File: src/rtl/cla_serial_adder.sv
// cla_serial_adder: multi-cycle WIDTH-bit adder that feeds one operand nibble
// per clock (LSB first) through a 4-bit carry-lookahead slice, registering the
// inter-nibble carry. Operands arrive on a valid/ready handshake and the result
// leaves on another.
// Optional feature: define CLA_SERIAL_OVF_EN to add the signed-overflow output ovf.
module cla_serial_adder #(
    parameter int unsigned WIDTH = 16
) (
    input  logic             clk,
    input  logic             rst_n,
    input  logic             in_valid,
    output logic             in_ready,
    input  logic [WIDTH-1:0] a,
    input  logic [WIDTH-1:0] b,
    input  logic             cin,
    output logic             out_valid,
    input  logic             out_ready,
    output logic [WIDTH-1:0] sum,
    output logic             cout,
    output logic             busy
`ifdef CLA_SERIAL_OVF_EN
    ,
    output logic             ovf
`endif
);

    localparam int unsigned NIB = WIDTH / 4;
    localparam int unsigned IW  = (NIB > 1) ? $clog2(NIB) : 1;

    localparam logic [1:0] IDLE = 2'd0;
    localparam logic [1:0] RUN  = 2'd1;
    localparam logic [1:0] DONE = 2'd2;

    logic [1:0]       state;
    logic [IW-1:0]    idx;
    logic [WIDTH-1:0] a_reg;
    logic [WIDTH-1:0] b_reg;
    logic [WIDTH-1:0] sum_reg;
    logic [WIDTH-1:0] sum_next;
    logic             carry;
    logic             cout_reg;
    logic             ovf_reg;

    logic [3:0] na;
    logic [3:0] nb;
    logic [3:0] p;
    logic [3:0] g;
    logic [3:0] s;
    logic [4:0] c;
    logic       last;

    // CLA nibble slice on the current nibble, plus the sum with that nibble merged in
    always_comb begin
        na = 4'(a_reg >> {idx, 2'b00});
        nb = 4'(b_reg >> {idx, 2'b00});
        p  = na ^ nb;
        g  = na & nb;
        c[0] = carry;
        c[1] = g[0] | (p[0] & c[0]);
        c[2] = g[1] | (p[1] & g[0]) | (p[1] & p[0] & c[0]);
        c[3] = g[2] | (p[2] & g[1]) | (p[2] & p[1] & g[0]) | (p[2] & p[1] & p[0] & c[0]);
        c[4] = g[3] | (p[3] & g[2]) | (p[3] & p[2] & g[1]) | (p[3] & p[2] & p[1] & g[0])
             | (p[3] & p[2] & p[1] & p[0] & c[0]);
        s    = p ^ c[3:0];
        last = (idx == IW'(NIB - 1));
        sum_next = sum_reg;
        for (int k = 0; k < NIB; k++) begin
            if (idx == IW'(k)) begin
                sum_next[4*k +: 4] = s;
            end
        end
    end

    // Handshake FSM, operand capture and nibble-by-nibble accumulation
    always_ff @(posedge clk or negedge rst_n) begin
        if (!rst_n) begin
            state    <= IDLE;
            idx      <= '0;
            a_reg    <= '0;
            b_reg    <= '0;
            carry    <= 1'b0;
            sum_reg  <= '0;
            cout_reg <= 1'b0;
            ovf_reg  <= 1'b0;
        end else begin
            case (state)
                IDLE: begin
                    if (in_valid) begin
                        a_reg   <= a;
                        b_reg   <= b;
                        carry   <= cin;
                        idx     <= '0;
                        sum_reg <= '0;
                        state   <= RUN;
                    end
                end
                RUN: begin
                    sum_reg <= sum_next;
                    carry   <= c[4];
                    if (last) begin
                        cout_reg <= c[4];
                        // carry into the MSB vs carry out of it
                        ovf_reg  <= c[4] ^ c[3];
                        idx      <= '0;
                        state    <= DONE;
                    end else begin
                        idx <= idx + 1'b1;
                    end
                end
                DONE: begin
                    if (out_ready) begin
                        state <= IDLE;
                    end
                end
                default: state <= IDLE;
            endcase
        end
    end

    assign in_ready  = (state == IDLE);
    assign out_valid = (state == DONE);
    assign busy      = (state != IDLE);
    assign sum       = sum_reg;
    assign cout      = cout_reg;

`ifdef CLA_SERIAL_OVF_EN
    assign ovf = ovf_reg;
`else
    logic unused_ovf;
    assign unused_ovf = ovf_reg;
`endif

endmodule

File: config.mk
export PLATFORM = sky130hd
export DESIGN_NAME = cla_serial_adder
export DESIGN_NICKNAME = d
export VERILOG_FILES = /design/src/rtl/cla_serial_adder.sv
export SDC_FILE = /design/constraint.sdc
export NUM_CORES = 1
export LEC_CHECK = 0
export ABC_AREA = 1
export CAP_MARGIN = 30
export CORE_MARGIN = 1.5
export CORE_UTILIZATION = 46
export CTS_BUF_LIST = sky130_fd_sc_hd__clkbuf_16
export CTS_CLUSTER_DIAMETER = 120
export DETAILED_ROUTE_END_ITERATION = 8
export GPL_TIMING_DRIVEN = 0
export PLACE_DENSITY = 0.76
export SLEW_MARGIN = 40
export SYNTH_ARGS = -nofsm -noshare
export SYNTH_HDL_FRONTEND = slang
export SYNTH_SLANG_ARGS = --single-unit
File: constraint.sdc
create_clock -name clk -period 2.2 [get_ports clk]
set_clock_uncertainty 0.2 [all_clocks]
set_input_delay 0.22 -clock clk [delete_from_list [all_inputs] [get_ports clk]]
set_output_delay 0.22 -clock clk [all_outputs]
set_load 0.005 [all_outputs]
### After elaboration in Yosys (flattened, before gate mapping)

Index checks and enable logic that the tools add are counted.

| storage, ports and cells | value |
|---|---|
| output and inout bits | 20 |
| flip-flop bits (word level) | 54 |
| input port bits | 37 |
| logic and storage cells | 80 |

| operators by class | value |
|---|---|
| muxes and demuxes | 15 |
| eq/ne operators | 11 |
| $add $sub $neg | 1 |
| reduce and logical (&&, ||, !) cells | 12 |
| shift operators | 2 |
| bitwise operators | 29 |

Operators with widths:

| kind | number |
|---|---|
| $pmux 16 s2 | 1 |
| $shr 16x4->4 | 2 |
| $and 1x1->1 | 16 |
| $mux 16 | 1 |
| $mux 4 | 4 |
| $reduce_and 3->1 | 5 |
| $mux 2 | 5 |
| $ne 2x2->1 const B | 5 |
| $or 1x1->1 | 10 |
| $xor 4x4->4 | 2 |
| $eq 2x2->1 const B | 3 |
| $pmux 2 s3 | 1 |
| $reduce_and 2->1 | 3 |
| $and 4x4->4 | 1 |
| $eq 2x1->1 const B | 2 |
| $logic_not 2->1 | 2 |
| $pmux 2 s2 | 1 |
| $reduce_bool 2->1 | 2 |
| $add 2x1->2 const B | 1 |
| $ne 2x1->1 const B | 1 |
| $pmux 1 s2 | 1 |
| $mux 1 | 1 |

### Longest topological paths before layout

| logic depth | value |
|---|---|
| word-level depth | 9 |
| mapped depth | 14 |

### Worst setup path before layout

Ideal clock, no wire load.

| timing path | value |
|---|---|
| path type | reg-to-reg |
| start point | register idx[0] |
| end point | register sum_reg[13], in the netlist sum[13] |
| library setup time | 65 ps |
| arrival time | 1,927 ps |
| stages on the path, launching flop included | 11 |
| setup slack | 8 ps |
| cells stage by stage | dfrtp_1 buf_2 inv_1 nand2_1 a32oi_1 inv_1 fa_1 xor2_1 nor2_1 nand2_1 nand2_1 |

| between the ends | value |
|---|---|
| cells in the longest elaborated chain, start to end | 7 |
| elaborated cells on any way between the ends | 12 |

RTL lines:

| item | line | source |
|---|---|---|
| start: declaration | 35 | `logic [IW-1:0] idx;` |
| start signal: assignment | 107 | `idx <= idx + 1'b1;` |
| $shr 16x4->4 (on tied branches) | 54, 55 |  |
| $xor 4x4->4 | 56 | `p = na ^ nb;` |
| $and 1x1->1 | 59 | `c[1] = g[0] \| (p[0] & c[0]);` |
| $or 1x1->1 | 59 |  |
| $xor 4x4->4 | 64 | `s = p ^ c[3:0];` |
| $mux 4 | 68 | `if (idx == IW'(k)) begin` |
| $pmux 16 s2 | 86 | `case (state)` |
| end signal: assignment | 98 | `sum_reg <= sum_next;` |
| end: declaration | 38 | `logic [WIDTH-1:0] sum_reg;` |

Several ways; a longest one is shown, not always the timed one. The select of a mux whose other input is x is not followed.
A chain may end at the register's enable or synchronous reset.

### Final worst setup path

Same ends and word-level chain as after synthesis.

==> impl_metrics.ini <==
[logic_synthesis]
synth_top_family_by_area = simple AND/OR/NAND/NOR gates
ys_seq_elements = 54
synth.mux.area_fraction = 0
synthSimpleGateAreaFrac = 0.286
synth_compound_area_frac = 0.0791
synth_cell_types = 27
synth_cells = 323
avgSynthCellArea_um2 = 8.23
syn_nets = 370
synth_xor_area_frac = 0.00329
synth_area_um2 = 2660
ys_seq_area_frac = 0.508
ys_warn_count = 0
synth_adder_area_share = 0.0499

[clocking]
clock_path_buffers = 2
clock_sinks = 54
clk_latency_ps = 290
cts_root_buf = clkbuf_16
cts.htree.levels = 2
cts_made_buffers = 5
cts_tree = done
clkSlewWorstSetupHoldPaths_ps = 70

[outcome]
violations = setup timing
status = finished, violations left

[cells_and_area]
final_cells = 473
syn2layout_area_growth_pct = 44.8
nets = 447
mostFrequentLayoutCells = nand2_1, clkdlybuf4s50_1, dfrtp_1
seq_area_um2 = 1350
nFillCells = 411
mostFrequentLayoutCell = nand2_1
fin_util = 0.695
diodes = 0
design_area_um2 = 3850
drive_above_1_share = 0.212
multiInputGateArea_um2 = 1310

[die]
num_rows = 27
initial_core_util = 0.480
core_area_um2 = 5540
die_y_um = 79.0
ios = 57
dieArea_um2 = 6240
die_x_um = 79.0

[setup_path]
setup.worst_path.start_class = register
ff2ff_path_depth = 10
worst_ep_required_time_ps = 2180
criticalPathCategory = reg2reg
cp_data_arrival_time_ps = 2250
crit_fanout = 8
setup.worst_path.end_class = register

[flow_run]
cap_viol_max_count = 0

[routing]
drtPass1Iterations = 5
ant_nets = 0
vias_per_cell = 5.20
avgRoutedWirePerCell_um = 14.4
drc = 0
drtIter0Drc = 176
drt-total-wl_um = 6790
vias = 2459

[grt]
grt_max_degree = 31
grt_pass1_vias = 2231
antenna_found_initial = 0
grt_pass1_wl_um = 9950
grt_overflow = 0
grtUsageTotal = 0.207

[sta]
setup_viol = 10
layout_setup_ws_ps = -60.8
hold_viol_final = 0
final.min_clock_period_ps = 2260
fin_crit_sh = 1.03
maxSlewHeadroom = 0.783
slew_viol_final = 0
rsz0062_at_grt = yes
clock.fmax_ghz = 0.442
worstMarginPinSlew_ps = 326

[pwr]
ir_worst_vdd_mv = 0.890
p_per_area_nw_per_um2 = 1780
power.leakage_nw = 1.90
power_mw = 6.85

[worst_hold_path]
hold_class = in2async

[placement]
numPortBuffers = 56
dp_slack_ps = -452
gp_congestion = 0.860
dp.cells = 452
placed_area_um2 = 3330
hpwl_um = 4290
==> logic make-up after synthesis <==
family	Yosys count
adder cells (fa/ha/maj)	10
flip-flops	54
AO/OA/AOI/OAI	34
buffers and inverters	38
AND/OR/NAND/NOR	186
XOR/XNOR	1
==> stage by stage <==
stage	hold slack [ps]	setup TNS (ps)
after detailed placement	-55.2	-6300
after global routing	196	-1530
after global placement	255	-51530
after floorplan	-276	0
final	166	-295
after CTS	180	0
==> final timing paths <==
check                      slack [ps]           startpoint                    to
max                               -60   idx[0]$_DFFE_PN0P_   sum[13]$_DFFE_PN0P_
min                               170                rst_n      cout$_DFFE_PN0P_
max reg2reg                       -60   idx[0]$_DFFE_PN0P_   sum[13]$_DFFE_PN0P_
min reg2reg                       270  sum[13]$_DFFE_PN0P_   sum[13]$_DFFE_PN0P_
max in group asynchronous        1170                rst_n  a_reg[5]$_DFFE_PN0P_
min in group clk                  260                 b[6]  b_reg[6]$_DFFE_PN0P_
==> report_power, final <==
| group | internal (mW) | leakage (nW) | switching (mW) |
|---|---|---|---|
| logic | 1.84 | 1.14 | 2.37 |
| registers | 1.45 | 0.679 | 0.312 |
| clock network | 0.529 | 0.0864 | 0.339 |
| total | 3.83 | 1.90 | 3.02 |
==> worst max-delay path: stages, from the launching register on <==
cell	delay, ps
dfrtp_1	430
buf_6	170
clkinv_8	70
nand2_4	40
a32oi_2	240
inv_1	100
fa_2	420
xor2_2	270
nor2_4	70
nand2_1	70
nand2_1	50
==> synth_stat cells, drive strengths merged <==
| cell type | instances | area [um^2] |
|---|---|---|
| xor2 | 1 | 8.76 |
| a21oi | 3 | 15.0 |
| a32oi | 2 | 17.5 |
| nor2 | 17 | 73.8 |
| clkbuf | 1 | 3.75 |
| nand2 | 156 | 611 |
| nand3 | 4 | 20.0 |
| ha | 9 | 113 |
| buf | 11 | 93.8 |
| o22ai | 6 | 37.5 |
| o31ai | 1 | 7.51 |
| fa | 1 | 20.0 |
| nand4 | 9 | 56.3 |
| dfrtp | 54 | 1350 |
| o21ai | 22 | 133 |
| inv | 26 | 97.6 |
==> final cells by class <==
type | count | share of cell area
timing repair buffer | 70 | 0.178
multi-input combinational | 231 | 0.341
inverter | 26 | 0.0286
buffer | 12 | 0.0354
sequential | 54 | 0.351
tap | 72 | 0.0234
clock buffer | 5 | 0.0325
clock inverter | 3 | 0.00975
==> per-layer routing <==
metal / routed length (um) / share of wire / vias up / GRT usage
met2: 3470 / 0.51 / 92 / 0.358
li1: - / - / 1170 / -
met3: 347 / 0.051 / 18 / 0.0437
met1: 2790 / 0.41 / 1179 / 0.261
met5: 0 / 0 / - / 0
met4: 183 / 0.027 / 0 / 0.0614
==> repair_timing <==
item / CTS / global route
pin swaps: 9 / 26
hold buffers: 1 / 0
setup endpoints to repair: 18 / 18
resized for setup: 21 / 50
cloned: 0 / 1
setup buffers: 7 / 4
hold endpoints to repair: 54 / 0
Note: power is estimated with default switching activity, not from simulation.
